--- src/rtl/eq_pkg.sv ---
// Shared equalizer definitions: AXI-Lite widths, register map and the
// configuration-master write FSM state type.
package eq_pkg;

  localparam int C_S00_AXIL_ADDR_WIDTH = 7;
  localparam int C_S00_AXIL_DATA_WIDTH = 32;
  localparam int DATA_WIDTH            = 16;
  localparam int BOUNDARIES_WIDTH      = 10;

  typedef enum logic [1:0] {
    IDLE      = 2'd0,
    ADDR_DATA = 2'd1,
    RESP      = 2'd2
  } axil_wr_state_t;

  // Equalizer register map (byte addresses on the s00_axil port)
  localparam logic [C_S00_AXIL_ADDR_WIDTH-1:0] REG_GAIN_LOW       = 7'h00;
  localparam logic [C_S00_AXIL_ADDR_WIDTH-1:0] REG_GAIN_MID       = 7'h04;
  localparam logic [C_S00_AXIL_ADDR_WIDTH-1:0] REG_GAIN_HIGH      = 7'h08;
  localparam logic [C_S00_AXIL_ADDR_WIDTH-1:0] REG_BOUND_LOW_MID  = 7'h0C;
  localparam logic [C_S00_AXIL_ADDR_WIDTH-1:0] REG_BOUND_MID_HIGH = 7'h10;

endpackage

--- src/rtl/eq_cmd_fifo.sv ---
// Small synchronous command FIFO with a registered occupancy count.
// Read data is presented from the head entry whenever the FIFO is non-empty.
module eq_cmd_fifo #(
  parameter int WIDTH = 39,
  parameter int DEPTH = 4
) (
  input  logic             clk,
  input  logic             rst,
  input  logic             push,
  input  logic [WIDTH-1:0] push_data,
  input  logic             pop,
  output logic [WIDTH-1:0] pop_data,
  output logic             full,
  output logic             empty
);

  localparam int PW = $clog2(DEPTH);
  localparam logic [PW:0] FULL_CNT = (PW + 1)'(DEPTH);

  logic [WIDTH-1:0] mem [DEPTH];
  logic [PW-1:0]    wr_ptr;
  logic [PW-1:0]    rd_ptr;
  logic [PW:0]      count;
  logic             do_push;
  logic             do_pop;

  assign full     = (count == FULL_CNT);
  assign empty    = (count == '0);
  assign do_push  = push && !full;
  assign do_pop   = pop && !empty;
  assign pop_data = mem[rd_ptr];

  always_ff @(posedge clk or posedge rst) begin
    if (rst) begin
      wr_ptr <= '0;
      rd_ptr <= '0;
      count  <= '0;
    end else begin
      if (do_push) wr_ptr <= wr_ptr + 1'b1;
      if (do_pop)  rd_ptr <= rd_ptr + 1'b1;
      case ({do_push, do_pop})
        2'b10:   count <= count + 1'b1;
        2'b01:   count <= count - 1'b1;
        default: count <= count;
      endcase
    end
  end

  // Storage needs no reset: the pointers/count define what is valid.
  always_ff @(posedge clk) begin
    if (do_push) mem[wr_ptr] <= push_data;
  end

endmodule

--- src/rtl/eq_axil_cfg_master.sv ---
// AXI-Lite write initiator that drains queued (addr, data) requests into the
// equalizer's configuration slave, one single-beat write at a time.
//
//   state     | meaning
//   ----------+-------------------------------------------------------
//   IDLE      | waiting for a queued request; pops and launches AW+W
//   ADDR_DATA | AW and W valids outstanding, each retired independently
//   RESP      | bready high, waiting for the slave's write response
module eq_axil_cfg_master
  import eq_pkg::*;
#(
  parameter int C_M00_AXIL_ADDR_WIDTH = C_S00_AXIL_ADDR_WIDTH,
  parameter int C_M00_AXIL_DATA_WIDTH = C_S00_AXIL_DATA_WIDTH,
  parameter int FIFO_DEPTH            = 4
) (
  input  logic                             clk,
  input  logic                             rst,
  input  logic                             req_valid,
  output logic                             req_ready,
  input  logic [C_M00_AXIL_ADDR_WIDTH-1:0] req_addr,
  input  logic [C_M00_AXIL_DATA_WIDTH-1:0] req_data,
  output logic [C_M00_AXIL_ADDR_WIDTH-1:0] m00_axil_awaddr,
  output logic                             m00_axil_awvalid,
  input  logic                             m00_axil_awready,
  output logic [C_M00_AXIL_DATA_WIDTH-1:0] m00_axil_wdata,
  output logic                             m00_axil_wvalid,
  input  logic                             m00_axil_wready,
  input  logic                             m00_axil_bvalid,
  output logic                             m00_axil_bready,
  output logic                             busy,
  output logic                             wr_done,
  output logic [15:0]                      wr_count
);

  localparam int AW = C_M00_AXIL_ADDR_WIDTH;
  localparam int DW = C_M00_AXIL_DATA_WIDTH;

  axil_wr_state_t state, state_d;

  logic          fifo_full, fifo_empty, fifo_pop;
  logic [AW+DW-1:0] fifo_head;

  logic [AW-1:0] awaddr_q;
  logic [DW-1:0] wdata_q;
  logic          awvalid_q, wvalid_q, bready_q, wr_done_q;
  logic [15:0]   wr_count_q;

  logic          awvalid_d, wvalid_d, bready_d, wr_done_d, load_cmd, cnt_inc;
  logic          aw_done, w_done;

  eq_cmd_fifo #(
    .WIDTH (AW + DW),
    .DEPTH (FIFO_DEPTH)
  ) u_cmd_fifo (
    .clk       (clk),
    .rst       (rst),
    .push      (req_valid && req_ready),
    .push_data ({req_addr, req_data}),
    .pop       (fifo_pop),
    .pop_data  (fifo_head),
    .full      (fifo_full),
    .empty     (fifo_empty)
  );

  // A channel counts as done once its valid has dropped or is handshaking now.
  assign aw_done = !awvalid_q || m00_axil_awready;
  assign w_done  = !wvalid_q  || m00_axil_wready;

  always_ff @(posedge clk or posedge rst) begin
    if (rst) state <= IDLE;
    else     state <= state_d;
  end

  always_comb begin
    state_d = state;
    case (state)
      IDLE:      if (!fifo_empty)                     state_d = ADDR_DATA;
      ADDR_DATA: if (aw_done && w_done)               state_d = RESP;
      RESP:      if (m00_axil_bvalid && bready_q)     state_d = IDLE;
      default:                                        state_d = IDLE;
    endcase
  end

  always_comb begin
    fifo_pop  = 1'b0;
    load_cmd  = 1'b0;
    cnt_inc   = 1'b0;
    wr_done_d = 1'b0;
    awvalid_d = awvalid_q;
    wvalid_d  = wvalid_q;
    bready_d  = bready_q;
    case (state)
      IDLE: begin
        if (!fifo_empty) begin
          fifo_pop  = 1'b1;
          load_cmd  = 1'b1;
          awvalid_d = 1'b1;
          wvalid_d  = 1'b1;
        end
      end
      ADDR_DATA: begin
        if (awvalid_q && m00_axil_awready) awvalid_d = 1'b0;
        if (wvalid_q && m00_axil_wready)   wvalid_d  = 1'b0;
        if (aw_done && w_done)             bready_d  = 1'b1;
      end
      RESP: begin
        if (m00_axil_bvalid && bready_q) begin
          bready_d  = 1'b0;
          wr_done_d = 1'b1;
          cnt_inc   = 1'b1;
        end
      end
      default: ;
    endcase
  end

  always_ff @(posedge clk or posedge rst) begin
    if (rst) begin
      awaddr_q   <= '0;
      wdata_q    <= '0;
      awvalid_q  <= 1'b0;
      wvalid_q   <= 1'b0;
      bready_q   <= 1'b0;
      wr_done_q  <= 1'b0;
      wr_count_q <= '0;
    end else begin
      if (load_cmd) begin
        awaddr_q <= fifo_head[AW+DW-1:DW];
        wdata_q  <= fifo_head[DW-1:0];
      end
      awvalid_q <= awvalid_d;
      wvalid_q  <= wvalid_d;
      bready_q  <= bready_d;
      wr_done_q <= wr_done_d;
      if (cnt_inc) wr_count_q <= wr_count_q + 16'd1;
    end
  end

  // Held low during reset so nothing is accepted into a FIFO being cleared.
  assign req_ready        = !fifo_full && !rst;
  assign busy             = !fifo_empty || (state != IDLE);
  assign m00_axil_awaddr  = awaddr_q;
  assign m00_axil_awvalid = awvalid_q;
  assign m00_axil_wdata   = wdata_q;
  assign m00_axil_wvalid  = wvalid_q;
  assign m00_axil_bready  = bready_q;
  assign wr_done          = wr_done_q;
  assign wr_count         = wr_count_q;

endmodule

--- config.mk ---
export PLATFORM = sky130hd
export DESIGN_NAME = eq_axil_cfg_master
export DESIGN_NICKNAME = d
export VERILOG_FILES = /design/src/rtl/eq_pkg.sv /design/src/rtl/eq_cmd_fifo.sv /design/src/rtl/eq_axil_cfg_master.sv
export SDC_FILE = /design/constraint.sdc
export NUM_CORES = 1
export LEC_CHECK = 0
export ABC_AREA = 1
export CAP_MARGIN = 10
export CELL_PAD_IN_SITES_DETAIL_PLACEMENT = 0
export CELL_PAD_IN_SITES_GLOBAL_PLACEMENT = 1
export CORE_ASPECT_RATIO = 2
export CORE_UTILIZATION = 40
export DETAILED_ROUTE_END_ITERATION = 10
export GPL_ROUTABILITY_DRIVEN = 0
export PLACE_DENSITY_LB_ADDON = 0.12
export SETUP_SLACK_MARGIN = 0.15
export SYNTH_ARGS = -nofsm -noshare
export SYNTH_HDL_FRONTEND = slang
export SYNTH_SLANG_ARGS = --single-unit
--- constraint.sdc ---
create_clock -name clk -period 6.7 [get_ports clk]
set_input_delay 0.67 -clock clk [delete_from_list [all_inputs] [get_ports clk]]
set_output_delay 0.67 -clock clk [all_outputs]
set_load 0.02 [all_outputs]
# Word level (Yosys, flattened, before mapping)
# Memories as Yosys holds them, arrays and structs flattened. A register that Yosys moved wholly into a read port is not among the register bits.
# Cells that the tools add are included.
[totals]
register_bits = 29
inputBits = 45
output_inout_bits = 61
wordCells = 70
mem_bits_rw = 156
mem_count = 1
[classes]
n_eq_ne = 10
n_addsub = 5
reduce_logical = 26
mux = 19
[mem_list]
columns = ["name", "words", "width", "read_ports", "rd_ports_with_merged_regs", "wr", "line", "rtl"]
rows = [
  ["u_cmd_fifo.mem", 4, 39, 1, 1, 1, "eq_cmd_fifo.sv:20", "logic [WIDTH-1:0] mem [DEPTH];"],
]
[op_table]
columns = ["cell", "count"]
rows = [
  ["16-bit by 1-bit adder with 16-bit output, second input constant", 1],
  ["3-bit AND reduction", 4],
  ["1-bit 2-to-1 mux", 11],
  ["2-bit != test, second input constant", 5],
  ["1-bit logical AND", 8],
  ["2-bit nonzero test", 4],
  ["2-bit 2-to-1 mux", 3],
  ["1-bit case mux with 2 select lines", 3],
  ["2-bit case mux with 3 select lines", 1],
  ["3-bit case mux with 2 select lines", 1],
  ["1-bit logical NOT", 5],
  ["2-bit by 1-bit adder with 2-bit output, second input constant", 2],
  ["2-bit by 1-bit equality test with 1-bit output, second input constant", 2],
  ["2-bit equality test, second input constant", 2],
  ["3-bit by 1-bit adder with 3-bit output, second input constant", 1],
  ["3-bit equality test, second input constant", 1],
  ["3-bit logical NOT", 1],
  ["1-bit logical OR", 3],
  ["3-bit by 1-bit subtractor with 3-bit output, second input constant", 1],
  ["2-bit logical NOT", 1],
]

# Depth between registers and ports, before layout
# Gate-level depths: netlist (run 1).
[depth]
word_depth = 7
depth_mapped = 11
depth_no_buf = 10

# Hierarchy
# From an unflattened synthesis (run 1), not the netlist that was laid out.
[unflattened]
cells_unflattened = 820
hier_area_um2 = 9237.6
[modules_own_cells]
columns = ["mod", "cells_per_inst", "instances", "area_per_inst_um2", "seq_area_each_um2"]
rows = [
  ["eq_cmd_fifo", 518, 1, 6683.9, 4859.7],
  ["eq_axil_cfg_master", 302, 1, 2553.7, 1526.5],
]

# Worst setup path after synthesis (run 1)
# Ideal clock, no wire load.
[synth_path]
path_kind = "input -> register"
startpoint = "input rst"
endpoint = "memory u_cmd_fifo.mem[0][0] (enable)"
path_slack_ps = 1984
t_required_ps = 6265
n_path_buf = 0
arrival_time_ps = 4280
stages = 3
setup_time_ps = 435
cell_sequence = "inv_1 -> nand3_2 -> nor2_1"
[synth_via]
elab_chain_cells = 6
[synth_lines]
columns = ["element", "line", "rtl"]
rows = [
  ["from (decl)", "eq_axil_cfg_master.sv:17", "input logic rst,"],
  ["1-bit logical NOT (no line)", "--", ""],
  ["1-bit logical AND", "eq_axil_cfg_master.sv:140", "assign req_ready = !fifo_full && !rst;"],
  ["1-bit logical AND", "eq_axil_cfg_master.sv:57", ".push (req_valid && req_ready),"],
  ["1-bit logical AND", "eq_cmd_fifo.sv:29", "assign do_push = push && !full;"],
  ["1-bit 2-to-1 mux", "eq_cmd_fifo.sv:51", "if (do_push) mem[wr_ptr] <= push_data;"],
  ["1-bit 2-to-1 mux (not written as such)", "eq_cmd_fifo.sv:51", ""],
  ["to (decl)", "eq_cmd_fifo.sv:20", ""],
]
# Every way passes these cells.

# Worst setup path in the final report (run 1)
[layout_path]
startpoint = "input rst"
endpoint = "memory u_cmd_fifo.mem[1][21] (enable)"
# Same word-level chain as after synthesis.

==> results of run 1 <==
sequential cells by signal, summed over array words and instances, names as in the netlist:
signal / count
u_cmd_fifo.wr_ptr: 2
u_cmd_fifo.count: 3
state: 2
m00_axil_awvalid: 1
u_cmd_fifo.rd_ptr: 2
u_cmd_fifo.mem: 156
m00_axil_awaddr: 7
wr_count: 16
m00_axil_wdata: 32
wr_done: 1
m00_axil_bready: 1
m00_axil_wvalid: 1
synthesized netlist by cell type:
cell type,instances,area share
nor2_8,1,0.0023
o211ai_1,1,0.00085
inv_2,4,0.0017
buf_4,2,0.0017
nor2_2,2,0.0014
a21oi_1,3,0.0017
buf_2,15,0.0085
nand2_1,159,0.067
fa_1,1,0.0023
o21ai_0,89,0.050
xnor2_1,5,0.0049
edfxtp_1,156,0.53
inv_1,24,0.010
nor2_1,142,0.060
nand3b_1,4,0.0034
a31oi_1,1,0.00071
buf_6,6,0.0076
or2_2,1,0.00071
nand3_2,3,0.0034
ha_1,6,0.0085
nand3_1,4,0.0023
dfrtp_1,68,0.19
o21ai_1,34,0.019
nand2_2,2,0.0014
clkbuf_1,10,0.0042
nand4_1,4,0.0028
nand2_4,1,0.0013
xor2_1,7,0.0069
a22oi_1,2,0.0017
inv_4,1,0.00071
power by group through the flow:
stage	Combinational, W	Sequential (W)	Clock, W
floorplan	0.000933	0.00206	0
CTS	0.00157	0.00197	0.00123
finish	0.00154	0.00197	0.00120
global placement	0.00154	0.00199	0
global route	0.00175	0.00200	0.00129
detailed placement	0.00157	0.00199	0
cell type report:
cell class	count	area, um2
Clock inverter	9	119
Fill cell	1943	10700
Timing Repair Buffer	112	1120
Clock buffer	28	572
Sequential cell	224	6390
Multi-Input combinational cell	472	2190
Inverter	29	113
Tap cell	273	342
tightest hold or removal path, delay by kind of cell (launching register included):
| kind | cells | cell delay, ns |
|---|---|---|
| and+or+nand+nor | 2 | 0.10 |
| DFF | 1 | 0.34 |
per-layer routing:
layer  GRT usage  routed length, um  vias up
met5           0                  0        -
met4      0.0562                361        0
met3      0.0215                654       27
met2       0.328              10500      121
met1       0.181               7110     2820
li1            -                  -     2764
worst max path at each step:
| stage | to | depth (start not counted) | startpoint |
|---|---|---|---|
| finish | u_cmd_fifo.mem[1][21] | 6 | rst |
| floorplan | u_cmd_fifo.mem[0][0] | 3 | rst |
| detailed placement | u_cmd_fifo.mem[0][11] | 6 | rst |
| global route | u_cmd_fifo.count[1] | 8 | rst |
| CTS | u_cmd_fifo.mem[0][21] | 6 | rst |
| global placement | u_cmd_fifo.mem[0][11] | 6 | rst |
kinds of logic (layout without fill, tap and decap cells):
group,count (synthesis),in the layout,synth area share
buf+inv,62,178,0.0346
flops,224,224,0.722
fa+ha+maj,7,7,0.0107
xor+xnor,12,12,0.0119
compound gates,130,130,0.0745
simple gates,323,323,0.147
per-stage QoR:
step	setup slack, ns	hold slack (ns)
after floorplan	1.98	0.453
after global placement	3.21	0.468
after detailed placement	3.11	0.464
after CTS	3.62	0.481
after global routing	3.45	0.499
final	3.74	0.478
==> metrics.md, run 1 <==
| Metric | Value |
|---|---|
| Drt drc | `0` |
| Worst-skew pair later-pin latency | `about 0.5 ns` |
| Synth-to-layout area growth | `22.5%` |
| Vias per Instance | `approximately 5.0` |
| MaxCap Viol Count | `0` |
| Post-DP Area | `around 10,000 um2` |
| Post-CTS Resized | `0` |
| Mapped Cells | `between 700 and 800` |
| Worst hold path class | `reg -> reg` |
| Count of different cell masters after synthesis | `30` |
| CP Cell Sequence | `clkdlybuf4s50_1 > clkinv_2 > buf_4 > nand3_2 > nor2_4 > buf_4` |
| Crit end category | `flop` |
| Worst-path clk slew | `roughly 0.060 ns` |
| Setup Skew | `slightly below 0.007 ns` |
| Hold path endpoint | `m00_axil_wdata[15]` |
| DRT Pass-1 Iters | `4` |
| Ys Warns | `0` |
| Syn_area_per_cell | `11.7 um2` |
| Pwr Density | `435 nW/um2` |
| Die Y | `about 210 um` |
| Worst r2r src | `state[1]` |
| CTS tree | `yes` |
| Crit path buf inv count | `4` |
| Mapped cell area | `around 9000 um2` |
| Logic pwr share | `0.328` |
| CP arrival | `around 3 ns` |
| Iter 0 DRT Violations | `280` |
| I/O pins | `106` |
| Vias in the first global route | `around 5,800` |
| Global route overflow | `0` |
| Gr usage total | `0.168` |
| Leak | `~4.2 nW` |
| Worst slew pin tran | `0.932 ns` |
| Top Family by Delay on Critical Path | `buffers and inverters` |
| Nets | `between 900 and 1,000` |
| Diodes inserted | `0` |
| Pwr Total | `around 0.0047 W` |
| Layout cells sized above 1 | `0.0675` |
| CP most frequent cell | `buf_4` |
| H-Tree Depth | `1` |
| Core area | `21,600 um2` |
| DP Wirelength | `about 11,000 um` |
| Setup Total Neg Slack | `0 ns` |
| DR vias | `roughly 5,700` |
| Die Width | `between 100 and 150 um` |
| Status | `completed` |
| Pin count of the biggest net entering global routing | `between 80 and 90` |
| Post-route design area | `10,800 um2` |
| Syn nets | `slightly above 800` |
| CTS buffer count | `21` |
| Clk buf depth | `3` |
| Worst Reg2Reg Path Length in Cells | `9` |
| FF+latch count, synth | `224` |
| Post-CTS Setup Repair Bufs | `0` |
| Max Fclk | `roughly 340 MHz` |
| Die footprint | `~23,000 um2` |
| Post-layout util | `0.502` |
| Setup crit start kind | `input port` |
| Hold Startpoint | `m00_axil_wdata[15]` |
| CTS Hold Bufs | `0` |
| Hold path cells | `2` |
| CP max-delay cell | `buf_4` |
| Maximum vdd drop | `between 0.2 and 0.3 mV` |
| Tcrit/Tclk final | `0.442` |
| RSZ-0062 raised after global routing | `false` |
| Remaining antenna violation count | `0` |
| Switching Share | `0.349` |
| First-pass GRT wire length | `between 20,000 and 30,000 um` |
| Register area share after synthesis | `0.722` |
| Final WL | `approximately 19,000 um` |
| Clock tree sinks | `224` |
| Most common cell after layout, fill and taps aside | `nand2_1` |
| Clock Root Buffer | `clkbuf_16` |
| Initial antenna violation count | `0` |
| Sequential fraction of design power | `0.418` |
| Slew Viols, Final | `0` |
| Critical path's largest stage delay | `slightly above 0.7 ns` |
| Reg-to-reg endpoint | `u_cmd_fifo.count[2]` |
| # port buffers | `105` |
| Cell row count | `76` |
| Starting Density | `0.410` |
| CP required | `~7 ns` |
| Final min period | `around 3.0 ns` |
| Clk pwr share | `0.254` |
| Most frequent cells in the layout | `159 x nand2_1, 156 x edfxtp_1, 138 x nor2_1, 105 x clkdlybuf4s50_1, 89 x o21ai_0` |
| DR WL/cell | `16.2 um` |
| Critical path peak fanout | `69` |
| Placed Cells | `1,109` |
| Setup violations, final | `0` |
| FF-to-FF setup slack | `~4.2 ns` |
| Pint | `between 0.003 and 0.004 W` |
| Critical path class | `in -> reg` |
| Worst relative slew slack | `0.378` |
| Net switching power | `roughly 0.0016 W` |
| Final hold vios | `0` |
| Layout Cells excl Fill | `approximately 1,100` |
No activity file was read; power rests on OpenSTA's default activity.
==> run 2: changes to the inputs <==
==> constraint.sdc (replaced) <==
create_clock -name clk -period 3.1 [get_ports clk]
set_input_delay 0.31 -clock clk [delete_from_list [all_inputs] [get_ports clk]]
set_output_delay 0.31 -clock clk [all_outputs]
set_load 0.02 [all_outputs]
==> run 2 against run 1 <==
Effect of this change:
- sequential share of layout area barely moved
- via count shrank 0.92%
- global-route usage increased by 0.77 points
- final area hardly changed
- wire length grew 2.2%
- first-iteration DRC count increased by 20%
- highest routed layer unchanged
- clock skew decreased by 0.0014 ns
- non-clock buffer count rose by 5
==> metrics.md, run 2 (same netlist as run 1, synthesis figures left out) <==
| Metric | Value |
|---|---|
| Status | `completed (unchanged)` |
| Clock tree sinks | `224 (unchanged)` |
| Post-DP Area | `10,200 um2 (was 10,100 um2)` |
| Cell row count | `76 (unchanged)` |
| H-Tree Depth | `1 (unchanged)` |
| Clock Root Buffer | `clkbuf_16 (unchanged)` |
| Layout cells sized above 1 | `0.0694 (was 0.0675)` |
| Setup Total Neg Slack | `0 ns (unchanged)` |
| Final hold vios | `0 (unchanged)` |
| Top sig layer | `met4 (unchanged)` |
| Most common cell after layout, fill and taps aside | `nand2_1 (unchanged)` |
| CP required | `3.47 ns (was 6.83 ns)` |
| Gr usage total | `0.175 (was 0.168)` |
| Met2 Routed Length | `10,700 um (was 10,500 um)` |
| Post-CTS Resized | `0 (unchanged)` |
| CTS buffer count | `21 (unchanged)` |
| CTS Hold Bufs | `0 (unchanged)` |
| I/O pins | `106 (unchanged)` |
| Setup crit start kind | `flop (was input port)` |
| Critical path class | `reg -> reg (was in -> reg)` |
| Vias per Instance | `4.93 (was 5.00)` |
| Logic pwr share | `0.354 (was 0.328)` |
| Most flops, register | `u_cmd_fifo.mem (unchanged)` |
| Final min period | `2.10 ns` |
| Pin count of the biggest net entering global routing | `80 (was 81)` |
| Post-layout util | `0.502 (about the same)` |
| Hold WS | `0.441 ns (was 0.478 ns)` |
| Die Width | `107 um (unchanged)` |
| Crit end category | `flop (unchanged)` |
| MaxCap Viol Count | `0 (unchanged)` |
| First-pass GRT wire length | `30,300 um (was 29,400 um)` |
| Global route overflow | `0 (unchanged)` |
| Worst-path clk slew | `0.06 ns (about the same)` |
| Core area | `21,600 um2 (unchanged)` |
| Drt drc | `0 (unchanged)` |
| Maximum vdd drop | `0.651 mV (was 0.266 mV)` |
| Most frequent cells in the layout | `159 x nand2_1, 156 x edfxtp_1, 138 x nor2_1, 105 x clkdlybuf4s50_1, 89 x o21ai_0 (unchanged)` |
| Diodes inserted | `0 (unchanged)` |
| RSZ-0062 raised after global routing | `false (unchanged)` |
| # port buffers | `105 (unchanged)` |
| Initial antenna violation count | `0 (unchanged)` |
| DR vias | `5,679 (was 5,732)` |
| Pwr Density | `931 nW/um2 (was 435 nW/um2)` |
| Vias in the first global route | `5,907 (was 5,811)` |
| Setup violations, final | `0 (unchanged)` |
| CP arrival | `2.47 ns (was 3.09 ns)` |
| Iter 0 DRT Violations | `336 (was 280)` |
| Tcrit/Tclk final | `0.678` |
| Final WL | `19,000 um (was 18,600 um)` |
| Clk buf depth | `3 (unchanged)` |
| Post-CTS Setup Repair Bufs | `0 (unchanged)` |
| Met1 WL | `7160 um (was 7110 um)` |
| Fill count | `1,949 (was 1,943)` |
| Sequential fraction of design power | `0.405 (was 0.418)` |
| Nets | `917 (was 912)` |
| Synth-to-layout area growth | `22.4% (was 22.5%)` |
| Worst-skew pair later-pin latency | `0.50 ns (was 0.49 ns)` |
| DR WL met3 | `674 um (was 654 um)` |
| Post-route design area | `10,800 um2 (about the same)` |
| Die footprint | `22,800 um2 (unchanged)` |
| Max FFs per register | `156 (unchanged)` |
| Clk pwr share | `0.241 (was 0.254)` |
| Pint | `0.00650 W (was 0.00307 W)` |
| Die Y | `212 um (unchanged)` |
| Worst slew pin tran | `0.948 ns (was 0.932 ns)` |
| CTS tree | `yes (unchanged)` |
| Max Fclk | `between 400 and 500 MHz` |
| Worst relative slew slack | `0.368 (was 0.378)` |
| Remaining antenna violation count | `0 (unchanged)` |
| Worst hold path class | `in -> reg (was reg -> reg)` |
| Starting Density | `0.410 (unchanged)` |
| DR WL/cell | `16.5 um (was 16.2 um)` |
| Leak | `4.16 nW (about the same)` |
| Setup Skew | `0.00547 ns (was 0.00685 ns)` |
| Net switching power | `0.00359 W (was 0.00164 W)` |
| Slew Viols, Final | `0 (unchanged)` |
| DP Wirelength | `11,300 um (was 11,100 um)` |
| Switching Share | `0.356 (was 0.349)` |
| Critical path peak fanout | `8 (was 69)` |
| DRT Pass-1 Iters | `4 (unchanged)` |
==> run 2: critical path, cell delays in order (launching register included) <==
cell and delay (ns):
dfrtp_1 0.38, inv_1 0.15, nand3_1 0.11, nand3_2 0.27
ha_1 0.21, inv_1 0.07, fa_1 0.37, a21oi_1 0.15
o21ai_0 0.12, xor2_1 0.16
==> run 2: layout make-up <==
class	count	area (um2)	share of cell area
Clock buffer	30	579	0.0535
Clock inverter	7	57.6	0.00531
Inverter	29	115	0.0106
Multi-Input combinational cell	472	2190	0.202
Sequential cell	224	6390	0.590
Tap cell	273	342	0.0315
Timing Repair Buffer	117	1170	0.108
==> run 2: routing by layer <==
metal	up-vias	GRT usage
met5	-	0
met4	0	0.0652
met3	29	0.0236
met2	122	0.339
met1	2757	0.190
li1	2771	-
==> run 2: metrics by stage <==
| stage | setup slack [ns] | instances | total power, W |
|---|---|---|---|
| final | 0.998 | 1152 | 0.0101 |
| after CTS | 1.00 | 1152 | 0.0103 |
| after detailed placement | 0.681 | 1115 | 0.00780 |
| after global placement | 0.697 | 1115 | 0.00769 |
| after floorplan | 0.182 | 758 | 0.00648 |
| after global routing | 0.869 | 1152 | 0.0108 |
==> run 2: power groups by stage <==
stage / logic, W / clock network [W] / registers [W]
3_3_place_gp: 0.00357 / 0 / 0.00413
6_report: 0.00357 / 0.00244 / 0.00408
2_1_floorplan: 0.00202 / 0 / 0.00445
4_1_cts: 0.00366 / 0.00251 / 0.00409
5_1_grt: 0.00402 / 0.00262 / 0.00414
3_5_place_dp: 0.00365 / 0 / 0.00415
==> run 2: worst paths after layout <==
path                            cells after the start                start              endpoint  slack [ns]
worst max-delay path                                9  u_cmd_fifo.count[1]   u_cmd_fifo.count[2]         1.0
worst min-delay path                                2      m00_axil_wready       m00_axil_wvalid        0.44
worst min register to register                      2   m00_axil_wdata[19]    m00_axil_wdata[19]        0.48
max in group asynchronous                           3                  rst  u_cmd_fifo.rd_ptr[0]        1.89
min in group asynchronous                           3                  rst           wr_count[2]        0.56
worst max register to register                      9  u_cmd_fifo.count[1]   u_cmd_fifo.count[2]         1.0
==> variant 1: new RTL, flow settings as in run 1 <==
The 3 states of `axil_wr_state_t` get a one-hot encoding in 3 bits.
--- a/src/rtl/eq_pkg.sv
+++ b/src/rtl/eq_pkg.sv
@@ -8,8 +8,8 @@
   localparam int BOUNDARIES_WIDTH      = 10;
 
-  typedef enum logic [1:0] {
-    IDLE      = 2'd0,
-    ADDR_DATA = 2'd1,
-    RESP      = 2'd2
+  typedef enum logic [2:0] {
+    IDLE      = 3'b001,
+    ADDR_DATA = 3'b010,
+    RESP      = 3'b100
   } axil_wr_state_t;
 
Behaviour: no difference found for any inputs over 4 cycles, from zero or initial values and one cycle with rst high; so few cycles prove little.
==> variant 1 against run 1 <==
Clock skew is 0.0084 ns higher. Sequential share of layout area fell by 0.32 points. Worst setup slack improved by 0.15 ns. Final area up 0.93%. Area after synthesis up 1.9%. Wire length is 3.2% higher. Sequential cell count up 1. Via count is 0.23% higher. Total power is 0.44% lower.
==> variant 1: results <==
metrics = {
    "synthesis": {
        "synth-xor-area-share": 0.01152,
        "synth.distinct_cells": 35,
        "synth-compound-area-share": 0.07008,
        "synthTopCellsByArea": "edfxtp_1 (52%), dfrtp_1 (19%), nand2_1 (7.4%)",
        "synth_common_cells": "nand2_1 (178), edfxtp_1 (156), nor2_1 (135)",
        "syn-instance-count": 776,
    },
    "power": {
        "p_leak_nw": 4.217,
        "ir_drop_v": 0.0002786,
        "comb_cell_power_mw": 1.62,
        "seqPwrFrac": 0.403,
    },
    "clock_network": {
        "clock_latency_ns": 0.51,
    },
    "setup_path": {
        "critical_path_class": "flop to flop",
        "cp_max_fo": 44,
        "slowest_stage": "nand2_4",
        "worstPathRequired_ns": 7.08,
    },
    "sta": {
        "finClkSkew_ns": 0.01523,
        "worst_slew_pin_slew_ns": 0.9834,
    },
    "drt": {
        "wl_per_cell_um": 16.42,
        "initialDrtViolationCount": 311,
    },
    "place": {
        "place_hpwl_um": 11160,
        "placed_cells": 1130,
        "placedInstanceArea_mm2": 0.01025,
    },
    "finish": {
        "final_cells": 1168,
        "nNetsFinal": 930,
        "num-fill-cells": 1963,
    },
    "status": {
        "status": "complete, no violations",
    },
    "hold_path": {
        "min_to": "m00_axil_wdata[25]",
    },
}
## variant 1: layer usage
metal	vias up	track usage	part of all wire
li1	2806	-	-
met1	2776	0.1889	0.39
met2	132	0.3234	0.54
met3	31	0.02523	0.038
met4	0	0.07123	0.029
met5	-	0	0
## variant 1: area by class of cell
type,count,share of cell area
Multi-Input combinational cell,487,0.2074
Clock buffer,24,0.04907
Tap cell,276,0.03157
Sequential cell,225,0.5864
Timing Repair Buffer,113,0.1027
Clock inverter,13,0.01224
Inverter,30,0.01064
## variant 1: through the flow
step	power [mW]	utilization	setup WS, ns	hold slack, ns
floorplan	3.053	-	1.779	0.5114
global placement	3.532	0.4645	3.566	0.4643
detailed placement	3.570	0.4645	3.552	0.4640
CTS	4.766	0.4949	3.826	0.4824
global route	5.011	0.4958	3.642	0.4957
finish	4.689	0.4958	3.888	0.4806
==> variant 2: new RTL, config.mk and constraints of run 1 <==
Made on the original files. Set the package constant `C_S00_AXIL_ADDR_WIDTH` to 5 (it was 7).
--- a/src/rtl/eq_pkg.sv
+++ b/src/rtl/eq_pkg.sv
@@ -3,5 +3,5 @@
 package eq_pkg;
 
-  localparam int C_S00_AXIL_ADDR_WIDTH = 7;
+  localparam int C_S00_AXIL_ADDR_WIDTH = 5;
   localparam int C_S00_AXIL_DATA_WIDTH = 32;
   localparam int DATA_WIDTH            = 16;
Ports: changed (resized m00_axil_awaddr and req_addr); port bits go from 106 to 102. No check against the original RTL was run, so the function may have changed too.
==> variant 2 against run 1 <==
Global-route usage is 0.78 points higher. Sequential cell count fell by 10. Critical endpoint is now u_cmd_fifo.count[1]. Total power decreased by 1.3%. Final area decreased by 3.9%. Wire length shrank 0.84%. Worst hold slack improved by 0.033 ns. Highest routed layer unchanged. Critical path depth up 2. Area after synthesis is 4.1% lower. Worst setup slack got worse by 0.22 ns.
==> variant 2: results <==
metrics = {
    "power": {
        "ir_drop_v": 0.0003042,
        "p_clk_mw": 1.15,
        "powerDensity_mw_per_mm2": 446.0,
        "comb_cell_power_mw": 1.68,
        "internal_power_mw": 2.974,
        "p_leak_nw": 3.842,
    },
    "setup_path": {
        "cp_max_fo": 67,
        "rrSetupSlack_ns": 4.48,
        "slowest_delay_ns": 0.68,
        "r2r_start": "u_cmd_fifo.count[0]",
        "crit_start": "rst",
        "crit_end": "u_cmd_fifo.count[1]",
    },
    "synthesis": {
        "syn-instance-count": 727,
        "synth-compound-area-share": 0.07842,
        "synthTopCellsByArea": "edfxtp_1 (52%), dfrtp_1 (19%), nor2_1 (10%)",
        "synth_edf_count": 148,
        "synth_nets": 777,
        "synth.distinct_cells": 28,
        "synth_fa_ha_area_frac": 0.01120,
        "seq_area_frac_synth": 0.7182,
        "synth-xor-area-share": 0.01341,
        "async_reset_ff_frac": 0.3084,
        "synth_common_cells": "nor2_1 (232), edfxtp_1 (148), dfrtp_1 (66)",
    },
    "place": {
        "placedInstanceArea_mm2": 0.009759,
        "io_buffers": 101,
        "placed_cells": 1075,
        "place_ws_ns": 2.853,
        "place_hpwl_um": 10580,
    },
    "global_route": {
        "grt_pass1_wl_um": 29730,
        "use_met1": 0.1980,
        "grtUsageMet2": 0.3330,
        "grt_pass1_vias": 5687,
        "grt_max_degree": 77,
        "grtUsageMet3": 0.02068,
        "gr-usage-all-layers": 0.1754,
    },
    "finish": {
        "num-fill-cells": 1844,
        "nNetsFinal": 878,
        "drive_gt1_frac": 0.09145,
        "largest_reg_flops": 148,
        "top_register": "u_cmd_fifo.mem",
    },
    "sta": {
        "worst_slew_pin_slew_ns": 0.9457,
        "finClkSkew_ns": 0.007420,
        "worst_slack_ns": 3.512,
        "fin_hold_ws_ns": 0.5107,
    },
    "drt": {
        "wl_met2_um": 10130,
        "vias": 5507,
        "initialDrtViolationCount": 181,
        "met3WireLength_um": 586,
        "wl_per_cell_um": 16.59,
        "highest_layer": "met4",
        "met1_length_um": 7248,
        "finalWirelength_um": 18430,
    },
    "status": {
        "status": "complete, no violations",
    },
    "clock_network": {
        "cts_made_buffers": 20,
        "cts-resized-gates": 0,
    },
    "hold_path": {
        "min_delay_path_depth": 1,
        "min_from": "u_cmd_fifo.count[0]",
        "min_to": "u_cmd_fifo.count[0]",
    },
}
==> variant 2: cell types whose count changed after synthesis, sizes merged, moves of 3 or more <==
cell,before,now
nand2,162,41
nor2,145,247
o21ai,123,80
a21oi,3,40
edfxtp,156,148
inv,29,34
nand3b,4,0
clkbuf,10,7
nand3,7,10
==> variant 2: worst reg2reg max path: cells and delay by family (launching register included) <==
kind,cells,cell delay [ns]
AOI/OAI and AO/OA,2,0.24
xor gates and xnor gates,1,0.15
adders and majority gates,2,0.63
and+or+nand+nor,2,0.50
DFF,1,0.40
buffers and inverters,2,0.16
==> variant 2: layout make-up <==
class	instances	area, um^2	area share
Sequential cell	214	6098	0.5853
Multi-Input combinational cell	447	2110	0.2025
Timing Repair Buffer	111	1086	0.1042
Clock buffer	28	561.8	0.05392
Tap cell	269	336.6	0.03230
Inverter	34	128.9	0.01237
Clock inverter	8	97.59	0.009367
==> variant 2: cells by family after synthesis <==
kind of cell	Yosys count
buf+inv	66
flops	214
compound gates	124
simple gates	303
fa+ha+maj	7
xor+xnor	13
